$ cat src/rtl/transpose_switch_ctrl.sv
// transpose_switch_ctrl
// Sequencing controller for the matrix-transpose switch network. It runs one
// matrix job for each accepted start request:
//   - loads N rows,
//   - walks the switch stages in order, giving each stage SETTLE cycles,
//   - drains the transposed rows under output backpressure.
// The block holds no element data. It produces only sequencing strobes and
// the stage selects.
//
// Optional feature: define TRANSPOSE_CTRL_STALL_CNT_EN to build a saturating
// 32-bit counter of DRAIN backpressure cycles. Without it, stall_cycles is
// tied to 0.
//
// Ports:
//   clk, rst          clock; asynchronous active-low reset
//   start_valid/ready job request handshake (start_ready decoded from state)
//   transpose_en      sampled at accept; 0 = pass-through for the whole job
//   abort             synchronous cancel, honoured outside IDLE
//   load_en, load_row row-load strobe and row index
//   stage_ctrl        ctrl selects of the switch stages (bit s -> stage s)
//   out_valid/out_row presented output row; out_ready is downstream accept
//   busy, done        not-IDLE flag; one-cycle completion pulse
//   jobs_done         wrapping count of completed jobs
//   stall_cycles      DRAIN backpressure cycles (optional feature)
module transpose_switch_ctrl #(
    parameter int N      = 4,
    parameter int STAGES = 2,
    parameter int SETTLE = 1,
    parameter int RW     = $clog2(N)
) (
    input  logic              clk,
    input  logic              rst,
    input  logic              start_valid,
    output logic              start_ready,
    input  logic              transpose_en,
    input  logic              abort,
    output logic              load_en,
    output logic [RW-1:0]     load_row,
    output logic [STAGES-1:0] stage_ctrl,
    output logic              out_valid,
    output logic [RW-1:0]     out_row,
    input  logic              out_ready,
    output logic              busy,
    output logic              done,
    output logic [15:0]       jobs_done,
    output logic [31:0]       stall_cycles
);

    localparam int SW = (STAGES > 1) ? $clog2(STAGES) : 1;
    localparam int TW = (SETTLE > 1) ? $clog2(SETTLE) : 1;

    typedef enum logic [1:0] {IDLE, LOAD, SWAP, DRAIN} state_t;

    state_t        state_q, state_d;
    logic [RW-1:0] cnt_q, cnt_d;        // row counter, shared by LOAD and DRAIN
    logic [SW-1:0] stage_q, stage_d;    // current switch stage in SWAP
    logic [TW-1:0] settle_q, settle_d;  // settle cycles spent on current stage
    logic          te_q, te_d;
    logic          done_q, done_d;
    logic [15:0]   jobs_q, jobs_d;

    // State register
    always_ff @(posedge clk or negedge rst) begin
        if (!rst) begin
            state_q  <= IDLE;
            cnt_q    <= '0;
            stage_q  <= '0;
            settle_q <= '0;
            te_q     <= 1'b0;
            done_q   <= 1'b0;
            jobs_q   <= '0;
        end else begin
            // NOTE: non-blocking assignments keep every flop sampling the
            // pre-edge values, regardless of statement order.
            state_q  <= state_d;
            cnt_q    <= cnt_d;
            stage_q  <= stage_d;
            settle_q <= settle_d;
            te_q     <= te_d;
            done_q   <= done_d;
            jobs_q   <= jobs_d;
        end
    end

    // Next-state logic
    always_comb begin
        // NOTE: every variable gets a hold/default value first, so no path
        // leaves it unassigned and no latch is inferred.
        state_d  = state_q;
        cnt_d    = cnt_q;
        stage_d  = stage_q;
        settle_d = settle_q;
        te_d     = te_q;
        done_d   = 1'b0;
        jobs_d   = jobs_q;

        case (state_q)
            IDLE: begin
                if (start_valid) begin
                    te_d    = transpose_en;
                    cnt_d   = '0;
                    state_d = LOAD;
                end
            end
            LOAD: begin
                if (cnt_q == RW'(N - 1)) begin
                    state_d  = SWAP;
                    stage_d  = '0;
                    settle_d = '0;
                end else begin
                    cnt_d = cnt_q + RW'(1);
                end
            end
            SWAP: begin
                if (settle_q == TW'(SETTLE - 1)) begin
                    settle_d = '0;
                    if (stage_q == SW'(STAGES - 1)) begin
                        state_d = DRAIN;
                        cnt_d   = '0;
                    end else begin
                        stage_d = stage_q + SW'(1);
                    end
                end else begin
                    settle_d = settle_q + TW'(1);
                end
            end
            DRAIN: begin
                if (out_ready) begin
                    if (cnt_q == RW'(N - 1)) begin
                        state_d = IDLE;
                        done_d  = 1'b1;
                        jobs_d  = jobs_q + 16'd1;
                    end else begin
                        cnt_d = cnt_q + RW'(1);
                    end
                end
            end
            default: state_d = IDLE;
        endcase

        // Abort beats everything, including a final DRAIN handshake in the
        // same cycle. The job then counts as cancelled, not completed.
        if (abort && state_q != IDLE) begin
            state_d = IDLE;
            cnt_d   = '0;
            done_d  = 1'b0;
            jobs_d  = jobs_q;
        end
    end

    // Output decode (registered state only)
    always_comb begin
        start_ready = (state_q == IDLE);
        busy        = (state_q != IDLE);
        load_en     = 1'b0;
        load_row    = '0;
        stage_ctrl  = '0;
        out_valid   = 1'b0;
        out_row     = '0;
        case (state_q)
            LOAD: begin
                load_en  = 1'b1;
                load_row = cnt_q;
            end
            SWAP: begin
                // Stages up to and including the current one are switched.
                for (int k = 0; k < STAGES; k++) begin
                    stage_ctrl[k] = te_q && (k <= int'(stage_q));
                end
            end
            DRAIN: begin
                out_valid  = 1'b1;
                out_row    = cnt_q;
                stage_ctrl = {STAGES{te_q}};
            end
            default: ;
        endcase
    end

    assign done      = done_q;
    assign jobs_done = jobs_q;

`ifdef TRANSPOSE_CTRL_STALL_CNT_EN
    logic [31:0] stall_q, stall_d;

    always_comb begin
        stall_d = stall_q;
        if (state_q == DRAIN && !out_ready && stall_q != 32'hFFFF_FFFF) begin
            stall_d = stall_q + 32'd1;
        end
    end

    always_ff @(posedge clk or negedge rst) begin
        if (!rst) begin
            stall_q <= '0;
        end else begin
            stall_q <= stall_d;
        end
    end

    assign stall_cycles = stall_q;
`else
    assign stall_cycles = '0;
`endif

endmodule

$ cat config.mk
export PLATFORM = sky130hd
export DESIGN_NAME = transpose_switch_ctrl
export DESIGN_NICKNAME = d
export VERILOG_FILES = /design/src/rtl/transpose_switch_ctrl.sv
export SDC_FILE = /design/constraint.sdc
export NUM_CORES = 1
export LEC_CHECK = 0
export ABC_AREA = 1
export BUFFER_PORTS_ARGS = -buffer_cell sky130_fd_sc_hd__buf_2
export CAP_MARGIN = 20
export CORE_ASPECT_RATIO = 1.25
export CORE_UTILIZATION = 30
export CTS_CLUSTER_SIZE = 40
export DETAILED_ROUTE_END_ITERATION = 10
export PLACE_DENSITY = 0.59
export RECOVER_POWER = 100
export SYNTH_ARGS = -nofsm -noshare
export SYNTH_HDL_FRONTEND = slang
export SYNTH_SLANG_ARGS = --single-unit
$ cat constraint.sdc
create_clock -name clk -period 1.7 [get_ports clk]
set_input_delay 0.17 -clock clk [delete_from_list [all_inputs] [get_ports clk]]
set_output_delay 0.17 -clock clk [all_outputs]
set_load 0.02 [all_outputs]
==> flow_metrics.env, run 1 <==
export IMPL_std_cell_rows=29
export IMPL_pre_cts_ws_ns=0.1030
export IMPL_yosys_area_top_type="dfrtp_1"
export IMPL_diodes=0
export IMPL_cts_root_buf="clkbuf_8"
export IMPL_drc_errors=0
export IMPL_multi_input_area_um2=785.8
export IMPL_synth_edf_count=0
export IMPL_path_common_cell="inv_1"
export IMPL_dp_hpwl_um=2518
export IMPL_clk_pin_slew_ns=0.09
export IMPL_drive_gt1_frac=0.1040
export IMPL_power_density_nw_per_um2=971.4
export IMPL_antenna_found_initial=0
export IMPL_routedWlPerCell_um=10.09
export IMPL_yosysUniqueCellTypes=22
export IMPL_grtUsageTotal=0.1210
export IMPL_worstMarginPinSlew_ns=0.5847
export IMPL_synth_ff_type="dfrtp_1"
export IMPL_clock_latency_ns=0.27
export IMPL_status="finished clean"
export IMPL_p_sw_w=0.0007259
export IMPL_cap_violations=0
export IMPL_total_power_w=0.001715
export IMPL_gp_congestion=0.7921
export IMPL_p_clk_frac=0.208
export IMPL_ff_latch_area_um2=576.8
export IMPL_grt_pass1_wl_um=5202
export IMPL_ys_seq_area_frac=0.3597
export IMPL_io_buffers=32
export IMPL_ir_drop_uv=330.7
export IMPL_num_nets_final=263
export IMPL_crit_required_ns=1.53
export IMPL_drt_vias_per_instance=4.099
export IMPL_finalHoldViolations=0
export IMPL_synth_top_cell_area_share=0.3597
export IMPL_io_pins=65
export IMPL_seqPwrFrac=0.387
export IMPL_relSlewSlack=0.6102
export IMPL_drt_wl_total_um=3149
export IMPL_num_fill_cells=566
export IMPL_start_util=0.3128
export IMPL_critPathSlowestCell="dfrtp_2"
export IMPL_ys_warn_count=0
export IMPL_drt_iter0_drc=56
export IMPL_ys_ff_latch=23
export IMPL_pwr_share_comb=0.405
export IMPL_cts_buffers=3
export IMPL_finalCriticalPeriod_ns=1.616
export IMPL_die_w_um=67.33
export IMPL_cts_tree="done"
export IMPL_start_kind="flip-flop"
export IMPL_crit_path_end_kind="primary output"
export IMPL_vias=1279
export IMPL_clk_path_buf_depth=2
export IMPL_syn_area_per_cell_um2=7.513
export IMPL_p_sw_frac=0.4233
export IMPL_async_flop_share=1.000
export IMPL_setup_violations_final=0
export IMPL_cp_data_arrival_time_ns=1.45
export IMPL_post_synth_top_count_cell="nand2_1"
export IMPL_fin_crit_sh=0.9506
export IMPL_grt_overflow_total=0
export IMPL_syn_to_final_growth_pct=10.32
export IMPL_grt_max_degree=24
export IMPL_hp_class="primary input to flip-flop"
export IMPL_cts_sinks=23
export IMPL_ant_nets=0
export IMPL_post_place_cells=306
export IMPL_intPower_w=0.0009891
export IMPL_setup_ws_ns=0.08397
export IMPL_path_class="flip-flop to primary output"
export IMPL_crit_path_cell_trace="inv_1 > ha_2 > inv_1 > a21oi_2 > o21a_1 > buf_4"
export IMPL_die_area_um2=5632
export IMPL_grt_pass1_vias=1153
export IMPL_rsz0062_at_grt="false"
export IMPL_first_pass_iters=4
export IMPL_clock_skew_ns=0.006286
export IMPL_fin_setup_tns_ns=0
export IMPL_syn_inst=213
export IMPL_core_area_um2=5116
export IMPL_netlist_area_um2=1600
export IMPL_finalNonFillerCells=312
export IMPL_crit_fanout=4
export IMPL_synthTopCellsByCount="57 x nand2_1, 32 x buf_4, 30 x inv_1"
export IMPL_die_y_um=83.66
export IMPL_leakage_nw=0.9530
export IMPL_h_tree_depth=1
export IMPL_clock_fmax_mhz=618.8
export IMPL_slew_viol_final=0
export IMPL_critPathMaxStageDelay_ns=0.45
export IMPL_synthTopCellsByArea="dfrtp_1 36%, buf_4 15%, nand2_1 13%, inv_1 7.0%, nor2_1 5.2%"
==> state kept, by name, summed over array words and instances (netlist names) <==
| signal | cells |
|---|---|
| state_q | 2 |
| stage_q | 1 |
| te_q | 1 |
| jobs_done | 16 |
| cnt_q | 2 |
| done | 1 |
==> final cells by class <==
type                    instances  share of cell area
multi-input cells             158              0.4451
inverters                      30             0.06378
flip-flops and latches         23              0.3267
clock inverters                 1            0.004252
well taps                      62             0.04394
repair buffers                 35             0.09284
clock buffers                   3             0.02339
==> per-stage QoR <==
stage / hold WS [ns] / utilization / instance area, um^2
after CTS: 0.1594 / 0.3470 / 1775
after detailed placement: 0.1901 / 0.3350 / 1714
after floorplan: -0.1256 / - / 1720
after global routing: 0.1855 / 0.3451 / 1765
after global placement: 0.1876 / 0.3350 / 1714
final: 0.1539 / 0.3451 / 1765
==> repair_timing <==
item / 4_1_cts / 5_1_grt
gates resized for setup: 1 / 8
buffers inserted: 0 / 1
hold buffers: 1 / 0
setup endpoints to repair: 1 / 6
endpoints found under the hold margin: 23 / 0
==> cells in the final DEF (no fill, tap or decap), types with 2 or more instances in the layout <==
| cell type | Yosys | routed |
|---|---|---|
| buf_2 | 0 | 8 |
| buf_4 | 32 | 2 |
| clkbuf_1 | 0 | 22 |
| clkbuf_8 | 0 | 3 |
| conb_1 | 1 | 32 |
| dfrtp_1 | 23 | 22 |
| ha_1 | 6 | 3 |
| ha_2 | 0 | 2 |
| inv_1 | 30 | 30 |
| nand2_1 | 57 | 56 |
| nand3_1 | 15 | 16 |
| nand3b_1 | 1 | 2 |
| nand4_1 | 4 | 4 |
| nor2_1 | 22 | 21 |
| nor2_2 | 1 | 2 |
| o21ai_0 | 2 | 2 |
| o21bai_1 | 2 | 2 |
| xnor2_1 | 5 | 5 |
| xor2_1 | 4 | 4 |
==> final timing paths <==
check	slack (ns)	startpoint	endpoint	cells past startpoint
worst max-delay path	0.08	state_q[0]	stage_ctrl[1]	6
worst min-delay path	0.15	transpose_en	te_q	3
worst max register to register	0.17	state_q[0]	jobs_done[10]	9
worst min register to register	0.51	jobs_done[4]	jobs_done[4]	1
max in group asynchronous	0.87	rst	state_q[0]	2
min in group asynchronous	0.42	rst	te_q	2
==> critical path, delay by kind of cell (launching register included) <==
family | cells | cell delay, ns
flip-flops | 1 | 0.45
buffers and inverters | 3 | 0.28
AO/OA/AOI/OAI | 2 | 0.25
adder cells (fa/ha/maj) | 1 | 0.19
==> cells by family after synthesis <==
| kind of cell | count (synthesis) | synth area share |
|---|---|---|
| other | 1 | 0.002343 |
| flip-flops | 23 | 0.3597 |
| AO/OA/AOI/OAI | 8 | 0.03206 |
| XOR/XNOR | 9 | 0.04925 |
| adder cells (fa/ha/maj) | 6 | 0.04691 |
| buffers and inverters | 63 | 0.2275 |
| AND/OR/NAND/NOR | 103 | 0.2823 |
==> power groups by stage <==
stage	combinational (W)	sequential (W)	clock [W]
2_1_floorplan	0.000555	0.000657	0
3_3_place_gp	0.000668	0.000662	0
3_5_place_dp	0.000668	0.000665	0
4_1_cts	0.000672	0.000655	0.000373
5_1_grt	0.000795	0.000675	0.000395
6_report	0.000695	0.000663	0.000357
==> layer usage <==
metal	wire, um	up-vias	track usage	part of all wire
li1	-	656	-	-
met5	0	-	0	0
met3	207	4	0.01639	0.066
met2	1472	55	0.1964	0.47
met4	46	0	0.04642	0.015
met1	1422	564	0.1583	0.45
Power figures use the tool's default switching activity.
==> inputs of run 2 (changes only) <==
--- a/config.mk
+++ b/config.mk
@@ -14,6 +14,7 @@
 export DETAILED_ROUTE_END_ITERATION = 10
 export PLACE_DENSITY = 0.59
 export RECOVER_POWER = 100
+export REMOVE_ABC_BUFFERS = 1
 export SYNTH_ARGS = -nofsm -noshare
 export SYNTH_HDL_FRONTEND = slang
 export SYNTH_SLANG_ARGS = --single-unit
==> flow_metrics.env, run 2 (synthesis gave the netlist of run 1 again) <==
export IMPL_ir_drop_uv=297.5
export IMPL_routedWlPerCell_um=9.872
export IMPL_grt_overflow_total=0
export IMPL_setup_ws_ns=0.1075
export IMPL_clock_latency_ns=0.27
export IMPL_num_fill_cells=567
export IMPL_cp_data_arrival_time_ns=1.42
export IMPL_h_tree_depth=1
export IMPL_finalHoldViolations=0
export IMPL_pre_cts_ws_ns=0.1291
export IMPL_die_area_um2=5632
export IMPL_path_class="flip-flop to primary output"
export IMPL_diodes=0
export IMPL_start_util=0.3128
export IMPL_drt_wl_total_um=3080
export IMPL_die_y_um=83.66
export IMPL_crit_fanout=4
export IMPL_crit_required_ns=1.53
export IMPL_antenna_found_initial=0
export IMPL_cts_root_buf="clkbuf_8"
export IMPL_grt_pass1_wl_um=5030
export IMPL_leakage_nw=0.9969
export IMPL_drc_errors=0
export IMPL_std_cell_rows=29
export IMPL_whs_path_depth=3
export IMPL_r2r_end="jobs_done[12]"
export IMPL_first_pass_iters=4
export IMPL_setup_violations_final=0
export IMPL_largest_reg_flops=16
export IMPL_clock_fmax_mhz=627.9
export IMPL_grt_pass1_vias=1146
export IMPL_post_place_cells=307
export IMPL_io_buffers=32
export IMPL_ant_nets=0
export IMPL_drive_gt1_frac=0.1320
export IMPL_io_pins=65
export IMPL_vias=1276
export IMPL_status="finished clean"
export IMPL_finalNonFillerCells=312
export IMPL_grt_max_degree=24
export IMPL_die_w_um=67.33
export IMPL_layout_commonest_cell="nand2_1"
export IMPL_r2r_start="state_q[1]"
export IMPL_slew_viol_final=0
export IMPL_clk_path_buf_depth=2
export IMPL_min_to="te_q"
export IMPL_power_density_nw_per_um2=954.2
export IMPL_drt_iter0_drc=51
export IMPL_clk_pin_slew_ns=0.09
export IMPL_crit_path_end_kind="primary output"
export IMPL_reg2reg_slack_ns=0.15
export IMPL_drt_vias_per_instance=4.090
export IMPL_worstMarginPinSlew_ns=0.5973
export IMPL_final_cell_mix="56 x nand2_1, 32 x conb_1, 29 x inv_1, 22 x nor2_1, 22 x dfrtp_1"
export IMPL_relSlewSlack=0.6018
export IMPL_core_area_um2=5116
export IMPL_dp_hpwl_um=2485
export IMPL_hp_class="primary input to flip-flop"
export IMPL_cts_tree="done"
export IMPL_num_nets_final=263
export IMPL_hp_start="transpose_en"
export IMPL_cts_buffers=3
export IMPL_start_kind="flip-flop"
export IMPL_finalCriticalPeriod_ns=1.593
export IMPL_syn_to_final_growth_pct=11.42
export IMPL_gp_congestion=0.8019
export IMPL_grtUsageTotal=0.1169
export IMPL_worst_r2r_path_depth=8
export IMPL_cts_sinks=23
export IMPL_cap_violations=0
export IMPL_clock_skew_ns=0.01120
export IMPL_fin_setup_tns_ns=0
export IMPL_fin_crit_sh=0.9368
export IMPL_utilization=0.3485
export IMPL_postCtsSetupBuffers=0
==> run 2: cell count changes in the layout (fill, tap and decap cells not counted), sizes merged <==
cell | previous run | this run
buf | 11 | 16
clkbuf | 26 | 21
==> run 2: layout make-up <==
| class | count | area [um^2] | area share |
|---|---|---|---|
| Multi-Input combinational cell | 158 | 800.8 | 0.4491 |
| Sequential cell | 23 | 576.8 | 0.3235 |
| Timing Repair Buffer | 35 | 166.4 | 0.09333 |
| Inverter | 30 | 112.6 | 0.06316 |
| Tap cell | 62 | 77.57 | 0.04351 |
| Clock buffer | 3 | 41.29 | 0.02316 |
| Clock inverter | 1 | 7.507 | 0.004211 |
==> run 2: stage by stage <==
step                      total power (W)  instance area (um^2)  hold WS [ns]
after global placement           0.001318                  1718        0.1955
final                            0.001701                  1783        0.1587
after detailed placement         0.001321                  1718        0.1929
after CTS                        0.001687                  1779        0.1591
after global routing             0.001848                  1783        0.1749
after floorplan                  0.001148                  1465       -0.1256
==> run 2: how the worst max path moves through the flow <==
stage,startpoint,to,slack (ns),depth (start not counted)
5_1_grt,state_q[0],stage_ctrl[1],-0.005,6
2_1_floorplan,state_q[0],jobs_done[11],-0.14,7
4_1_cts,state_q[0],stage_ctrl[1],0.02,5
6_report,state_q[0],stage_ctrl[1],0.11,6
3_3_place_gp,cnt_q[0],jobs_done[12],0.11,7
3_5_place_dp,cnt_q[0],jobs_done[12],0.13,7
==> run 2: worst max-delay path, stage by stage, from the launching register on <==
cell,delay [ns]
dfrtp_2,0.46
inv_2,0.07
ha_2,0.18
inv_1,0.06
a21oi_2,0.12
o21a_1,0.13
buf_4,0.13
==> run 2: repair_timing <==
action	in CTS	in global routing
hold endpoints to repair	23	0
setup endpoints to repair	1	2
pin swaps	0	1
gates resized for setup	1	8
hold buffers	1	0
==> run 2: report_power, final <==
part	switching [W]	internal (W)	total (W)
combinational	0.000464	0.000215	0.000679
clock	0.000185	0.000166	0.000351
sequential	0.0000657	0.000606	0.000672
total	0.000715	0.000986	0.00170
==> run 2: layer usage <==
layer  up-vias  global-route usage  part of all wire
li1        664                   -                 -
met1       565              0.1492              0.47
met2        45              0.1918              0.47
met3         2             0.01776             0.048
met4         0             0.04642            0.0094
met5         -                   0                 0
==> inputs of run 3 (changes only) <==
--- a/config.mk
+++ b/config.mk
@@ -5,14 +5,13 @@
 export SDC_FILE = /design/constraint.sdc
 export NUM_CORES = 1
 export LEC_CHECK = 0
-export ABC_AREA = 1
 export BUFFER_PORTS_ARGS = -buffer_cell sky130_fd_sc_hd__buf_2
 export CAP_MARGIN = 20
 export CORE_ASPECT_RATIO = 1.25
 export CORE_UTILIZATION = 30
 export CTS_CLUSTER_SIZE = 40
 export DETAILED_ROUTE_END_ITERATION = 10
-export PLACE_DENSITY = 0.59
+export PLACE_DENSITY = 0.6
 export RECOVER_POWER = 100
 export REMOVE_ABC_BUFFERS = 1
 export SYNTH_ARGS = -nofsm -noshare
==> flow_metrics.env, run 3 <==
export IMPL_status="finished, violations left"
export IMPL_violations="setup timing"
export IMPL_setup_violations_final=3
export IMPL_io_pins=65
export IMPL_relSlewSlack=0.6110
export IMPL_finalHoldViolations=0
export IMPL_final_cell_mix="32 x conb_1, 23 x dfrtp_1, 21 x clkbuf_1, 18 x buf_4, 12 x xnor2_1"
export IMPL_ant_nets=0
export IMPL_cts_tree="done"
export IMPL_syn_inst=139
export IMPL_cp_data_arrival_time_ns=1.90
export IMPL_yosys_area_top_type="dfrtp_1"
export IMPL_synthAdderAreaFrac=0.05164
export IMPL_core_area_um2=4527
export IMPL_critPathSlowestCell="or4b_4"
export IMPL_leakage_nw=0.8770
export IMPL_drt_vias_per_instance=4.163
export IMPL_cts_sinks=23
export IMPL_worstMarginPinSlew_ns=0.5835
export IMPL_ys_warn_count=0
export IMPL_crit_path_cell_trace="buf_4 > ha_2 > nor2b_4 > or4b_4 > a22oi_2 > nor2_1"
export IMPL_syn_area_per_cell_um2=10.46
export IMPL_io_buffers=32
export IMPL_clk_pin_slew_ns=0.09
export IMPL_synth_compound_area_frac=0.03787
export IMPL_grt_pass1_vias=1040
export IMPL_synth_ff_type="dfrtp_1"
export IMPL_start_util=0.3212
export IMPL_grt_max_degree=24
export IMPL_reg2reg_slack_ns=-0.04
export IMPL_layout_commonest_cell="conb_1"
export IMPL_hp_class="primary input to flip-flop"
export IMPL_fin_setup_tns_ns=-0.07454
export IMPL_num_fill_cells=474
export IMPL_synth_top_cell_area_share=0.3959
export IMPL_synth_simple_gate_area_frac=0.1971
export IMPL_die_area_um2=5130
export IMPL_drive_gt1_frac=0.2990
export IMPL_cts_buffers=3
export IMPL_clock_skew_ns=0.002739
export IMPL_synthTopCellsByCount="33 x buf_4, 23 x dfrtp_1, 12 x xnor2_1"
export IMPL_num_nets_final=207
export IMPL_ir_drop_uv=480.6
export IMPL_synthXorXnorAreaFrac=0.09036
export IMPL_syn_to_final_growth_pct=23.75
export IMPL_drt_iter0_drc=30
export IMPL_std_cell_rows=27
export IMPL_cts_root_buf="clkbuf_8"
export IMPL_timing_hold_ws_ns=0.1328
export IMPL_vias=1049
export IMPL_clock_latency_ns=0.26
export IMPL_die_w_um=64.27
export IMPL_grt_pass1_wl_um=4664
export IMPL_power_density_nw_per_um2=1209
export IMPL_grtUsageTotal=0.1181
export IMPL_critPathMaxStageDelay_ns=0.52
export IMPL_ys_ff_latch=23
export IMPL_finalCriticalPeriod_ns=1.743
export IMPL_crit_fanout=3
export IMPL_utilization=0.3975
export IMPL_netlist_area_um2=1454
export IMPL_fin_crit_sh=1.026
export IMPL_crit_path_end="cnt_q[1]"
export IMPL_die_y_um=79.83
export IMPL_grt_overflow_total=0
export IMPL_synth_edf_count=0
export IMPL_routedWlPerCell_um=11.30
export IMPL_drc_errors=0
export IMPL_synth_top_family_by_area="simple AND/OR/NAND/NOR gates"
export IMPL_crit_path_end_kind="flip-flop"
export IMPL_gp_congestion=0.7881
export IMPL_start_kind="flip-flop"
export IMPL_rsz0062_at_grt="true"
export IMPL_worst_r2r_path_depth=6
export IMPL_slew_viol_final=0
export IMPL_crit_required_ns=1.86
export IMPL_dp_hpwl_um=2090
export IMPL_diodes=0
export IMPL_synthTopCellsByArea="dfrtp_1 40%, buf_4 17%, xnor2_1 7.2%, ha_1 5.2%, nor4_4 2.9%"
export IMPL_clock_fmax_mhz=573.6
export IMPL_r2r_start="state_q[1]"
export IMPL_first_pass_iters=2
export IMPL_ys_seq_area_frac=0.3959
export IMPL_startpoint="state_q[1]"
export IMPL_synthMuxAreaShare=0.03614
export IMPL_cap_violations=0
export IMPL_path_class="flip-flop to flip-flop"
export IMPL_post_synth_top_count_cell="buf_4"
export IMPL_async_flop_share=1.000
export IMPL_setup_ws_ns=-0.04345
export IMPL_h_tree_depth=1
export IMPL_clk_path_buf_depth=2
export IMPL_largest_reg_flops=16
export IMPL_r2r_end="cnt_q[1]"
export IMPL_drt_wl_total_um=2847
export IMPL_yosysUniqueCellTypes=33
export IMPL_antenna_found_initial=0
-- run 3: worst min path at each step --
| stage | start | cells past startpoint | to |
|---|---|---|---|
| 5_1_grt | transpose_en | 2 | te_q |
| 3_3_place_gp | rst | 1 | cnt_q[1] |
| 4_1_cts | transpose_en | 2 | te_q |
| 2_1_floorplan | rst | 0 | cnt_q[0] |
| 3_5_place_dp | rst | 1 | cnt_q[0] |
| 6_report | transpose_en | 2 | te_q |
-- run 3: cell type report --
type                    count  area, um^2  area share
clock buffers               3       41.29     0.02295
flip-flops and latches     23       575.6      0.3199
repair buffers             54       319.1      0.1773
multi-input cells         109       770.7      0.4284
inverters                   4       15.01    0.008345
clock inverters             1       5.005    0.002782
well taps                  58       72.57     0.04033
-- run 3: logic make-up (layout without fill, tap and decap cells) --
logic type,Yosys count,count (layout)
AO/OA/AOI/OAI,9,9
XOR/XNOR,15,15
adder cells (fa/ha/maj),6,6
buffers and inverters,38,62
flip-flops,23,23
multiplexers,5,5
other,1,32
AND/OR/NAND/NOR,42,42
-- run 3: power by group --
group	switching [W]	internal, W	total (W)
combinational	0.000597	0.000544	0.00114
sequential	0.0000681	0.000620	0.000688
clock	0.000182	0.000164	0.000345
total	0.000847	0.00133	0.00217
-- run 3: what timing repair did --
| action | in CTS | in global routing |
|---|---|---|
| endpoints found under the setup margin | 12 | 20 |
| gates resized for setup | 16 | 6 |
| hold buffers | 1 | 0 |
| buffers inserted | 4 | 1 |
| hold endpoints to repair | 23 | 0 |
| pin swaps | 6 | 4 |
-- run 3: per-stage QoR --
| stage | cells | cell area (um^2) | worst slack, ns | power (W) |
|---|---|---|---|---|
| 2_1_floorplan | 136 | 1311 | -0.2128 | 0.001277 |
| 6_report | 252 | 1799 | -0.04345 | 0.002175 |
| 5_1_grt | 252 | 1799 | -0.08891 | 0.002340 |
| 3_3_place_gp | 242 | 1664 | -0.04443 | 0.001622 |
| 4_1_cts | 251 | 1804 | -0.02068 | 0.002173 |
| 3_5_place_dp | 242 | 1664 | -0.1159 | 0.001635 |
-- run 3: critical path: cells and delay by family (launching register included) --
kind / cells / cell delay, ns
AOI/OAI and AO/OA: 1 / 0.17
buffers and inverters: 1 / 0.15
DFF: 1 / 0.42
adders and majority gates: 1 / 0.17
and+or+nand+nor: 3 / 0.72
-- run 3: layer usage --
metal	track usage	vias up	wire (um)
met5	0	-	0
met4	0.05333	0	40
met3	0.01286	2	106
met2	0.2074	35	1509
met1	0.1431	505	1191
li1	-	507	-
